**src/rtl/pipe_stage_reg.sv**
```systemverilog
// pipe_stage_reg: two-entry skid-buffered pipeline register with flush and registered-only ready.
module pipe_stage_reg #(
  parameter int DATA_W     = 32,
  parameter int CTRL_W     = 4,
  parameter bit CLEAR_DATA = 1'b0
) (
  input  logic              clk,
  input  logic              startin,
  input  logic              in_valid,
  output logic              in_ready,
  input  logic [CTRL_W-1:0] in_ctrl,
  input  logic [DATA_W-1:0] in_data,
  input  logic              flush,
  output logic              out_valid,
  input  logic              out_ready,
  output logic [CTRL_W-1:0] out_ctrl,
  output logic [DATA_W-1:0] out_data,
  output logic [1:0]        occupancy
);
  localparam logic [1:0] EMPTY = 2'd0, ONE = 2'd1, FULL = 2'd2;
  logic [1:0]        state, state_nx;
  logic              in_fire, out_fire, ld_main, ld_skid, mv_skid;
  logic [CTRL_W-1:0] main_ctrl, skid_ctrl;
  logic [DATA_W-1:0] main_data, skid_data;
  assign in_fire  = in_valid & in_ready;
  assign out_fire = out_valid & out_ready;
  always_ff @(posedge clk or negedge startin) begin
    if (!startin) state <= EMPTY;
    else          state <= state_nx;
  end
  // flush wins over every transition and suppresses all register loads
  always_comb begin
    state_nx = state;
    ld_main  = 1'b0;
    ld_skid  = 1'b0;
    mv_skid  = 1'b0;
    case (state)
      EMPTY: begin
        ld_main  = in_fire;
        state_nx = in_fire ? ONE : EMPTY;
      end
      ONE: begin
        ld_main  = in_fire & out_fire;
        ld_skid  = in_fire & ~out_fire;
        state_nx = (in_fire & ~out_fire) ? FULL : (~in_fire & out_fire) ? EMPTY : ONE;
      end
      FULL: begin
        mv_skid  = out_fire;
        state_nx = out_fire ? ONE : FULL;
      end
      default: state_nx = EMPTY;
    endcase
    if (flush) begin
      state_nx = EMPTY;
      ld_main  = 1'b0;
      ld_skid  = 1'b0;
      mv_skid  = 1'b0;
    end
  end
  always_ff @(posedge clk or negedge startin) begin
    if (!startin) begin
      main_ctrl <= '0;
      main_data <= '0;
      skid_ctrl <= '0;
      skid_data <= '0;
    end else begin
      main_ctrl <= mv_skid ? skid_ctrl : ld_main ? in_ctrl : main_ctrl;
      main_data <= mv_skid ? skid_data : ld_main ? in_data : main_data;
      skid_ctrl <= ld_skid ? in_ctrl : skid_ctrl;
      skid_data <= ld_skid ? in_data : skid_data;
    end
  end
  always_comb begin
    in_ready  = state != FULL;
    out_valid = state != EMPTY;
    out_ctrl  = out_valid ? main_ctrl : '0;
    out_data  = (CLEAR_DATA && !out_valid) ? '0 : main_data;
    occupancy = state;
  end
endmodule
```
**config.mk**
```make
export PLATFORM = sky130hd
export DESIGN_NAME = pipe_stage_reg
export DESIGN_NICKNAME = d
export VERILOG_FILES = /design/src/rtl/pipe_stage_reg.sv
export SDC_FILE = /design/constraint.sdc
export NUM_CORES = 1
export LEC_CHECK = 0
export BUFFER_PORTS_ARGS = -buffer_cell sky130_fd_sc_hd__buf_2
export CAP_MARGIN = 10
export CORE_MARGIN = 4
export CORE_UTILIZATION = 30
export CTS_BUF_LIST = sky130_fd_sc_hd__clkbuf_4 sky130_fd_sc_hd__clkbuf_8
export DETAILED_ROUTE_END_ITERATION = 10
export MAX_ROUTING_LAYER = met4
export PLACE_DENSITY_LB_ADDON = 0.1
export RECOVER_POWER = 100
export SETUP_SLACK_MARGIN = 0.15
export SLEW_MARGIN = 25
export SYNTH_ARGS = -nofsm -noshare
export SYNTH_HDL_FRONTEND = slang
export SYNTH_SLANG_ARGS = --single-unit
```
**constraint.sdc**
```tcl
create_clock -name clk -period 3.9 [get_ports clk]
set_input_delay 0.78 -clock clk [delete_from_list [all_inputs] [get_ports clk]]
set_output_delay 0.78 -clock clk [all_outputs]
set_load 0.005 [all_outputs]
```
* Word-level counts from Yosys, hierarchy flattened
Index checks and enable logic that the tools add are counted.
** Storage, ports and cells
- Bits of input ports :: 41
- Register bits after elaboration :: 74
- Word-level logic and storage cells :: 35
- Output and inout port bits :: 40
** Cells by class
- Reduce and logical (&&, ||, !) cells :: 3
- Equal/unequal tests :: 3
- Bitwise gates (word level) :: 7
- Mux-type cells :: 17
** Operator list (number)
- 32-bit 2-to-1 mux :: 2
- 4-bit 2-to-1 mux :: 3
- 1-bit 2-to-1 mux :: 7
- 2-bit 2-to-1 mux :: 3
- 2-bit one-hot mux with 3 select lines :: 1
- 1-bit bitwise AND :: 5
- 2-bit nonzero test :: 2
- 2-bit by 1-bit equality test with 1-bit output, second input constant :: 1
- 2-bit equality test, second input constant :: 1
- 2-bit zero test :: 1
- 2-bit != test, second input constant :: 1
- 1-bit NOT :: 2
- 1-bit one-hot mux with 2 select lines :: 1

* Longest topological paths before layout
- Depth in word-level cells :: 8
- Depth in mapped cells :: 8
- Gate-level depth less buffers :: 6

* Worst setup path after synthesis
No wires, ideal clock.
- Path type :: input to register
- From :: in out_ready
- To :: reg main_ctrl[0]
- Data arrival time :: 1.856 ns
- Path slack :: 1.919 ns
- Required time :: 3.775 ns
- Path buffers :: 1
- Setup time :: 0.125 ns
- Stages on the path :: 5
- Cells stage by stage :: nand3b_2 -> nor2_8 -> buf_6 -> mux2_4 -> mux2_2
** On the way
- Longest elaborated chain between the ends :: 5
- Elaborated cells between the ends (all ways) :: 8
- Those cells by class :: 5 x mux; 2 x bitwise; 1 x reduce/logical
** Ends and longest elaborated chain
- start, declared :: RTL line 15 : input logic out_ready,
- 1-bit bitwise AND * :: RTL line 26 : assign out_fire = out_valid & out_ready;
- 1-bit bitwise AND :: RTL line 43 : ld_main = in_fire & out_fire;
- 1-bit one-hot mux with 2 select lines :: RTL line 37 : case (state)
- 1-bit 2-to-1 mux :: RTL line 53 : if (flush) begin
- 2-bit nonzero test (no source line)
- end signal, assigned :: RTL line 67 : main_ctrl <= mv_skid ? skid_ctrl : ld_main ? in_ctrl : main_ctrl;
- end, declared :: RTL line 23 : logic [CTRL_W-1:0] main_ctrl, skid_ctrl;
Mark *: on every way between the ends. The rest lies on a longest branch, timed or not.
A chain may end at the register's enable or synchronous reset.

* Worst setup path in the final report
- From :: reg state[1] (netlist: occupancy[1])
- To :: reg skid_data[31]
** On the way
- Longest elaborated chain between the ends :: 6
- Elaborated cells between the ends (all ways) :: 9
- Those cells by class :: 2 x eq/ne; 2 x mux; 4 x bitwise; 1 x reduce/logical
** Ends and longest elaborated chain
- start, declared :: RTL line 21 : logic [1:0] state, state_nx;
- start signal, assigned :: RTL line 29 : else state <= state_nx;
- 2-bit nonzero test :: RTL line 75 : out_valid = state != EMPTY;
- 1-bit bitwise AND :: RTL line 26
- 1-bit NOT :: RTL line 44 : ld_skid = in_fire & ~out_fire;
- 1-bit bitwise AND :: RTL line 44
- 1-bit 2-to-1 mux * :: RTL line 37
- 1-bit 2-to-1 mux * :: RTL line 53
- end signal, assigned :: RTL line 70 : skid_data <= ld_skid ? in_data : skid_data;
- end, declared :: RTL line 24 : logic [DATA_W-1:0] main_data, skid_data;
Marks and branches as above.

==> impl_table.tex <==
\begin{tabular}{lr}
\hline
Metric & Value \\
\hline
\multicolumn{2}{l}{\textbf{Run status}} \\
Outcome & finished, violations left \\
Violated checks & capacitance limit, slew limit \\
\multicolumn{2}{l}{\textbf{Clock network}} \\
Post-CTS setup buffers & 0 \\
Reg clk slew, reported paths & 70 ps \\
Clock insertion delay at the later pin of the skew report & 340 ps \\
Clock buffer depth & 2 \\
\# H-tree levels & 3 \\
Master cell of the clock root buffer & clkbuf\_8 \\
Number of cells upsized or downsized after cts & 0 \\
Clock sink total & 74 \\
Number of clock buffers inserted by TritonCTS & 9 \\
CTS tree & yes \\
Total of hold buffers inserted after clock tree synthesis & 0 \\
\multicolumn{2}{l}{\textbf{Global route}} \\
Pin count of the biggest net entering global routing & 75 \\
GRT Resource Usage Total & 12.0\% \\
Vias in the first global route & 2,214 \\
Global-route wire length before repair & 12,000 um \\
Overall overflow remaining after global route & 0 \\
Number of antenna violations at the first check in global routing & 0 \\
\multicolumn{2}{l}{\textbf{Die}} \\
Horizontal die dimension & 117 um \\
Die extent in y & 117 um \\
Floorplan die area & 0.0137 mm2 \\
Core area & 0.0116 mm2 \\
Initial standard-cell utilization of the core & 31.0\% \\
\# IOs & 81 \\
\# rows & 39 \\
\multicolumn{2}{l}{\textbf{Finish}} \\
Commonest non-fill, non-tap cell in the layout & dfrtp\_1 \\
Diodes inserted & 0 \\
Final net count & 343 \\
Final Instance Count excl. Fillers & 449 \\
Share of post-route cells with drive strength above 1 & 40.5\% \\
Commonest cells after routing, fill and taps aside & 74 x dfrtp\_1, 56 x mux2\_1, 50 x mux2\_2 \\
Area grow syn2layout & 11.8\% \\
Final core area utilization & 34.6\% \\
\multicolumn{2}{l}{\textbf{Detailed routing}} \\
Antenna violation net count after detailed routing & 0 \\
Detailed-route vias per instance & 4.50 \\
Met1 wire length & 3360 um \\
Routed wirelength normalized by instance count & 16.7 um \\
Top routing layer in use & met4 \\
Met3 Routed Length & 364 um \\
Number of DRC violations after detailed routing & 0 \\
Total vias in the final route & 2,022 \\
Total routed wirelength & 7510 um \\
Detail Route met2 WL & 3690 um \\
Drt first pass iters & 2 \\
Drt first-iter violations & 49 \\
\multicolumn{2}{l}{\textbf{STA}} \\
Maximum operating frequency & 341 MHz \\
Final setup viols & 0 \\
Count of pins over their slew limit & 75 \\
RSZ-0062 raised after global routing & no \\
Setup tns final & 0 ps \\
Number of hold-slack violations in the final timing report & 0 \\
Relative slew margins & -28.3\% \\
Worst clock skew & 8.66 ps \\
Share of the clock period used by the worst path & 75.2\% \\
Min Clock Period, post-route & 2930 ps \\
Setup slack of the critical path after layout & 968 ps \\
Actual transition at the worst max-transition pin & 1920 ps \\
\multicolumn{2}{l}{\textbf{Job}} \\
Number of max-cap violations & 1 \\
\multicolumn{2}{l}{\textbf{Synth}} \\
Ys Warns & 0 \\
Register bit total from synthesis & 74 \\
Number of library cell types mapped by synthesis & 23 \\
Cells after synthesis & 217 \\
Register area share after synthesis & 51.7\% \\
Mapped Nets & 259 \\
Syn Std Cell Area & 0.00358 mm2 \\
Mean area per synthesized cell & 16.5 um2 \\
\multicolumn{2}{l}{\textbf{Place}} \\
DP Wirelength & 4970 um \\
Place WS & 1020 ps \\
Placer Congestion & 0.630 \\
Input/output buffers & 80 \\
Total instance count after detailed placement & 433 \\
\multicolumn{2}{l}{\textbf{Worst setup path}} \\
Critical Path Start Type & flip-flop \\
Arr. time, crit path & 3160 ps \\
Max Fanout on Critical Path & 26 \\
Critical path endpoint category & flip-flop \\
Reg-to-reg slack, setup & 970 ps \\
Required arrival time at the worst endpoint & 4130 ps \\
Crit Path Category & flip-flop to flip-flop \\
\multicolumn{2}{l}{\textbf{Power and ir drop}} \\
Standby leakage power & 1.74 nW \\
VDD IR-drop max & 236 uV \\
Pwr Density & 527 mW/mm2 \\
\multicolumn{2}{l}{\textbf{Hold path}} \\
Kind of path behind the tightest hold check & flip-flop to flip-flop \\
\hline
\end{tabular}
## flip-flops by register name, indices dropped and copies added (netlist names)
register,count
occupancy,2
skid_data,32
out_data,32
skid_ctrl,4
main_ctrl,4
## layout make-up
| type | count | area, um2 |
|---|---|---|
| Timing Repair Buffer | 83 | 382 |
| Fill cell | 1209 | 7560 |
| Multi-Input combinational cell | 130 | 1370 |
| Clock inverter | 2 | 35.0 |
| Clock buffer | 14 | 174 |
| Inverter | 3 | 11.3 |
| Sequential cell | 74 | 1850 |
| Tap cell | 143 | 179 |
## per-stage QoR
stage	hold WS (ps)	instance area (um2)	power, W
global placement	470	4060	0.00163
global route	500	4010	0.00226
detailed placement	490	4060	0.00164
CTS	507	4270	0.00230
finish	483	4010	0.00211
floorplan	473	3580	0.00145
## synth_stat cells
library cell | instances | area, um2
a21oi_4 | 1 | 16.3
or2_2 | 1 | 6.26
and2_1 | 1 | 6.26
nor2b_1 | 5 | 31.3
mux2_4 | 57 | 856
buf_4 | 3 | 22.5
nor3_1 | 1 | 5.00
and3_1 | 1 | 6.26
a2bb2oi_1 | 1 | 8.76
nand2_1 | 2 | 7.51
o211ai_1 | 1 | 7.51
inv_1 | 3 | 11.3
nor2_8 | 1 | 20.0
mux2_1 | 1 | 11.3
buf_6 | 4 | 45.0
mux2_2 | 50 | 563
a21oi_1 | 1 | 5.00
nand3b_2 | 1 | 11.3
nor2_1 | 3 | 11.3
buf_12 | 3 | 60.1
ha_1 | 1 | 12.5
dfrtp_1 | 74 | 1850
o21ai_1 | 1 | 5.00
## critical path, cell delays in order (launching register included)
cell and delay (ps):
dfrtp_1 460, nor2_1 330, inv_1 160, nand2_1 100
ha_1 130, and3_2 620, clkbuf_1 610, mux2_2 410
## path summary, 6_finish.rpt
kind	to	cells after the start	start
max in group asynchronous	skid_data[19]	1	startin
min in group asynchronous	out_data[12]	1	startin
max	skid_data[31]	7	occupancy[1]
max reg2reg	skid_data[31]	7	occupancy[1]
min reg2reg	skid_data[16]	1	skid_data[16]
min	skid_data[16]	1	skid_data[16]
## where the power goes
group / switching, W / total [W] / leakage [nW] / internal, W
combinational: 0.000159 / 0.000388 / 0.745 / 0.000229
clock: 0.000275 / 0.000627 / 0.111 / 0.000352
sequential: 0.000106 / 0.00110 / 0.887 / 0.000991
## routing by layer
layer / up-vias / GRT usage (%)
li1: 941 / -
met1: 1024 / 14.7
met2: 48 / 19.0
met3: 9 / 3.50
met4: 0 / 3.90
met5: - / -
## logic make-up (layout without fill, tap and decap cells)
group                      Yosys count  after routing  share of synthesized area [%]
muxes                              108            108                           39.9
DFF                                 74             74                           51.7
and+or+nand+nor                     16             16                           2.94
buffers and inverters               13            102                           3.88
AOI/OAI and AO/OA                    5              5                           1.19
adders and majority gates            1              1                          0.349
No activity file was read; power rests on OpenSTA's default activity.
